`src/rtl/imem_loader.sv`:
```
// Boot loader: byte stream -> little-endian words -> instruction memory writes.
// Holds the CPU in reset until the final word has landed.
module imem_loader #(
  parameter logic [31:0] BASE_ADDR = 32'h0000_0000,
  parameter int unsigned MAX_WORDS = 1024
) (
  input  logic        clk,
  input  logic        rst,
  input  logic        start,
  input  logic        rx_valid,
  input  logic [7:0]  rx_data,
  output logic        rx_ready,
  output logic        imem_we,
  output logic [31:0] imem_addr,
  output logic [31:0] imem_wdata,
  output logic        cpu_hold,
  output logic        done,
  output logic        err
);

  typedef enum logic [2:0] {
    S_IDLE, S_LEN, S_DATA, S_LAST, S_DONE, S_ERR
  } state_t;

  state_t      r_state;
  logic [31:0] r_count;
  logic [31:0] r_word_idx;
  logic [1:0]  r_byte_idx;
  logic [23:0] r_buf;
  logic        r_ready;
  logic        r_we;
  logic [31:0] r_addr;
  logic [31:0] r_wdata;
  logic        r_hold;
  logic        r_done;
  logic        r_err;

  logic        w_acc;
  logic [31:0] w_len;
  logic [31:0] w_word;
  logic        w_last;

  assign w_acc  = rx_valid && r_ready;
  assign w_len  = {rx_data, r_count[31:8]};
  assign w_word = {rx_data, r_buf};
  assign w_last = (r_word_idx == r_count - 32'd1);

  always_ff @(posedge clk or negedge rst) begin
    if (!rst) begin
      r_state    <= S_IDLE;
      r_count    <= '0;
      r_word_idx <= '0;
      r_byte_idx <= '0;
      r_buf      <= '0;
      r_ready    <= 1'b0;
      r_we       <= 1'b0;
      r_addr     <= '0;
      r_wdata    <= '0;
      r_hold     <= 1'b0;
      r_done     <= 1'b0;
      r_err      <= 1'b0;
    end else begin
      r_we <= 1'b0;
      unique case (r_state)
        S_IDLE, S_DONE, S_ERR: begin
          if (start) begin
            r_state    <= S_LEN;
            r_ready    <= 1'b1;
            r_hold     <= 1'b1;
            r_done     <= 1'b0;
            r_err      <= 1'b0;
            r_byte_idx <= '0;
            r_count    <= '0;
          end
        end
        S_LEN: begin
          if (w_acc) begin
            r_byte_idx <= r_byte_idx + 2'd1;
            r_count    <= w_len;
            if (r_byte_idx == 2'd3) begin
              if (w_len == 32'd0) begin
                r_state <= S_DONE;
                r_done  <= 1'b1;
                r_hold  <= 1'b0;
                r_ready <= 1'b0;
              end else if (w_len > MAX_WORDS) begin
                r_state <= S_ERR;
                r_err   <= 1'b1;
                r_ready <= 1'b0;
              end else begin
                r_state    <= S_DATA;
                r_word_idx <= '0;
              end
            end
          end
        end
        S_DATA: begin
          if (w_acc) begin
            r_byte_idx <= r_byte_idx + 2'd1;
            r_buf      <= {rx_data, r_buf[23:8]};
            if (r_byte_idx == 2'd3) begin
              r_wdata    <= w_word;
              r_addr     <= BASE_ADDR + {r_word_idx[29:0], 2'b00};
              r_we       <= 1'b1;
              r_word_idx <= r_word_idx + 32'd1;
              // Final word: stop taking bytes, release CPU after the write.
              if (w_last) begin
                r_state <= S_LAST;
                r_ready <= 1'b0;
              end
            end
          end
        end
        S_LAST: begin
          r_state <= S_DONE;
          r_done  <= 1'b1;
          r_hold  <= 1'b0;
        end
        default: r_state <= S_IDLE;
      endcase
    end
  end

  assign rx_ready   = r_ready;
  assign imem_we    = r_we;
  assign imem_addr  = r_addr;
  assign imem_wdata = r_wdata;
  assign cpu_hold   = r_hold;
  assign done       = r_done;
  assign err        = r_err;

endmodule
```
`config.mk`:
```
export PLATFORM = sky130hd
export DESIGN_NAME = imem_loader
export DESIGN_NICKNAME = d
export VERILOG_FILES = /design/src/rtl/imem_loader.sv
export SDC_FILE = /design/constraint.sdc
export NUM_CORES = 1
export LEC_CHECK = 0
export CAP_MARGIN = 5
export CORE_ASPECT_RATIO = 2
export CORE_UTILIZATION = 40
export DETAILED_ROUTE_END_ITERATION = 6
export PLACE_DENSITY = 0.67
export SYNTH_ARGS = -nofsm -noshare
export SYNTH_HDL_FRONTEND = slang
export SYNTH_SLANG_ARGS = --single-unit
```
`constraint.sdc`:
```
create_clock -name clk -period 3 [get_ports clk]
set_clock_uncertainty 0.15 [all_clocks]
set_input_delay 0.3 -clock clk [delete_from_list [all_inputs] [get_ports clk]]
set_output_delay 0.3 -clock clk [all_outputs]
set_load 0.05 [all_outputs]
```
==> flow_metrics.env <==
export IMPL_worst_setup_path_end_kind="register"
export IMPL_worstSetupStartpoint="r_count[0]"
export IMPL_ant_nets=0
export IMPL_routed_wl_um=22200
export IMPL_fin_area_um2=10300
export IMPL_fin_crit_ps=3080
export IMPL_hpwl_um=15900
export IMPL_grt_util_met3_pct=4.09
export IMPL_critPathRequiredTime_ps=3150
export IMPL_worst_pin_slew_ps=514
export IMPL_antenna_found_initial=0
export IMPL_vias=6588
export IMPL_dp_slack_ps=-383
export IMPL_utilization_pct=54.8
export IMPL_grt_pass1_vias=6882
export IMPL_p_comb_share_pct=49.5
export IMPL_die_x_um=100
export IMPL_ys_seq_area_share_pct=52.1
export IMPL_power_switching_uw=3360
export IMPL_drt_iter0_drc=356
export IMPL_rows=71
export IMPL_powerDensity_nw_per_um2=879
export IMPL_ys_types=64
export IMPL_seq_area_um2=4000
export IMPL_grt_util_all_layers_pct=23.8
export IMPL_synth_seq_cells=160
export IMPL_status="finished, violations left"
export IMPL_hold_class="in2async"
export IMPL_grtUsageMet1_pct=22.7
export IMPL_setup_viol=7
export IMPL_relSlewSlack_pct=65.7
export IMPL_power_internal_uw=5720
export IMPL_cp_start_kind="register"
export IMPL_violations="negative setup slack"
export IMPL_root_buffer="clkbuf_16"
export IMPL_gp_congestion=0.931
export IMPL_synth_edf_count=0
export IMPL_syn_area_per_cell_um2=9.34
export IMPL_drive_gt1_share_pct=19.9
export IMPL_die_area_um2=19800
export IMPL_drv_slew=0
export IMPL_power_static_leakage_uw=0.00513
export IMPL_clkSlewWorstSetupHoldPaths_ps=70
export IMPL_whs_ps=205
export IMPL_grt_busiest_layer="met2"
export IMPL_numCtsBuffers=17
export IMPL_htree_levels=4
export IMPL_gr_usage_met2_pct=45.2
export IMPL_io_buffers=78
export IMPL_max_cap_violations=0
export IMPL_io_pins=81
export IMPL_synth_warnings=0
export IMPL_period_share_pct=103
export IMPL_mappedNetlistArea_um2=7680
export IMPL_area_growth_pct=34.5
export IMPL_multi_input_area_um2=3750
export IMPL_final_cell_mix="255 x nand2_1, 160 x dfrtp_1, 105 x buf_4"
export IMPL_tns_ps=-192
export IMPL_critPathArrivalTime_ps=3230
export IMPL_n_antenna_cell=0
export IMPL_synthCells=822
export IMPL_placed_area_um2=9390
export IMPL_core_um2=18800
export IMPL_timing_rr_start="r_count[0]"
export IMPL_max_freq_mhz=325
export IMPL_grt_setup_unrepaired="yes"
export IMPL_grt_first_pass_wirelength_um=35600
export IMPL_grt_max_degree=56
export IMPL_setup_ws_ps=-75.0
export IMPL_layout_commonest_cell="nand2_1"
export IMPL_clk_latency_ps=440
export IMPL_cts_tree="yes"
export IMPL_peakVddDrop_v=0.000697
export IMPL_drc=0
export IMPL_routed_via_density=5.25
export IMPL_finalHoldViolCount=0
export IMPL_fp_dieH_um=198
export IMPL_clk_path_buf_depth=2
export IMPL_p_sw_share_pct=37.0
export IMPL_clock_sinks=160
export IMPL_wire_per_inst_um=17.7
export IMPL_first_pass_iters=4
export IMPL_synth_ff_type="dfrtp_1"
export IMPL_start_util_pct=40.8
export IMPL_setup_worst_path_class="reg2reg"
export IMPL_synthArstFlopShare_pct=100
export IMPL_fill_cells=1737
export IMPL_gr_total_overflow=0
export IMPL_crit_fanout=6
export IMPL_sequentialPowerShare_pct=27.8
export IMPL_fin_nets=1003
export IMPL_p_clk_share_pct=22.7
logic make-up (layout without fill, tap and decap cells):
group           after synthesis  count (layout)  synth area share (%)
fa+ha+maj                     3               3                 0.489
xor+xnor                     66              66                  7.53
simple gates                437             437                  26.3
mux                           9               9                  1.30
buf+inv                      53             231                  2.69
other cells                   1               2                0.0488
flops                       160             160                  52.1
compound gates               93              93                  9.52
synth_stat cells (8+ instances only):
master | instances | area (um^2)
a21oi_1 | 10 | 50.1
o21ai_0 | 12 | 60.1
nand4_1 | 10 | 62.6
a22o_1 | 32 | 280
or3_1 | 11 | 68.8
dfrtp_1 | 160 | 4000
xor2_1 | 40 | 350
and3_1 | 14 | 87.6
nand3_1 | 25 | 125
nor2_1 | 49 | 184
clkbuf_1 | 35 | 131
nor3_1 | 8 | 40.0
nor2b_1 | 8 | 50.1
nand2_1 | 256 | 961
inv_1 | 8 | 30.0
mux2_2 | 8 | 90.1
nor4_1 | 12 | 75.1
nand2b_1 | 9 | 56.3
xnor2_1 | 26 | 228
critical path: stages (launching register included):
cell and delay (ps):
dfrtp_1 390, inv_2 60, ha_4 170, nor4b_4 120, buf_4 150, buf_4 130, nand2_1 120, nor4_4 60
buf_4 140, and4b_1 210, o41ai_2 420, o41ai_2 160, a31oi_4 290, mux2i_1 250, o211ai_1 120
worst paths after layout:
kind	end	slack [ps]	cells past startpoint
hold reg to reg	imem_addr[6]	320	2
hold / removal	imem_addr[13]	210	2
setup reg to reg	rx_ready	-80	14
max in group asynchronous	imem_addr[31]	1700	3
setup / recovery	rx_ready	-80	14
min in group clk	imem_addr[6]	320	2
registers in the layout, indices dropped and copies added (netlist names), 2 cells and up:
| register | cells |
|---|---|
| r_word_idx | 32 |
| r_byte_idx | 2 |
| r_buf | 24 |
| imem_wdata | 32 |
| imem_addr | 30 |
| r_count | 32 |
| r_state | 3 |
timing repair:
item | in CTS | in global routing
setup buffers | 1 | 10
hold buffers | 1 | 0
pin swaps | 10 | 18
gates resized for setup | 17 | 36
setup endpoints to repair | 9 | 17
hold endpoints to repair | 42 | 0
power by group through the flow:
stage | sequential [uW] | combinational [uW] | clock, uW
3_5_place_dp | 2550 | 3590 | 0
6_report | 2530 | 4490 | 2060
3_3_place_gp | 2540 | 3560 | 0
5_1_grt | 2540 | 4800 | 2190
4_1_cts | 2520 | 3890 | 2110
2_1_floorplan | 2600 | 2000 | 0
routing by layer:
metal,routed length (um),share of wire [%]
met1,7720,35
met2,12500,56
met3,579,2.6
met4,1390,6.2
met5,0,0
per-stage QoR:
step	power, uW	std cells
3_3_place_gp	6110	1212
3_5_place_dp	6140	1212
6_report	9080	1256
2_1_floorplan	4610	823
4_1_cts	8510	1246
5_1_grt	9530	1256
layout make-up:
| class | count | area share, % |
|---|---|---|
| inverter | 9 | 0.327 |
| multi-input combinational | 610 | 36.3 |
| sequential | 160 | 38.8 |
| clock buffer | 18 | 4.16 |
| clock inverter | 14 | 1.20 |
| timing repair buffer | 190 | 16.1 |
| tap | 255 | 3.09 |
(Power assumes the default switching activity.)
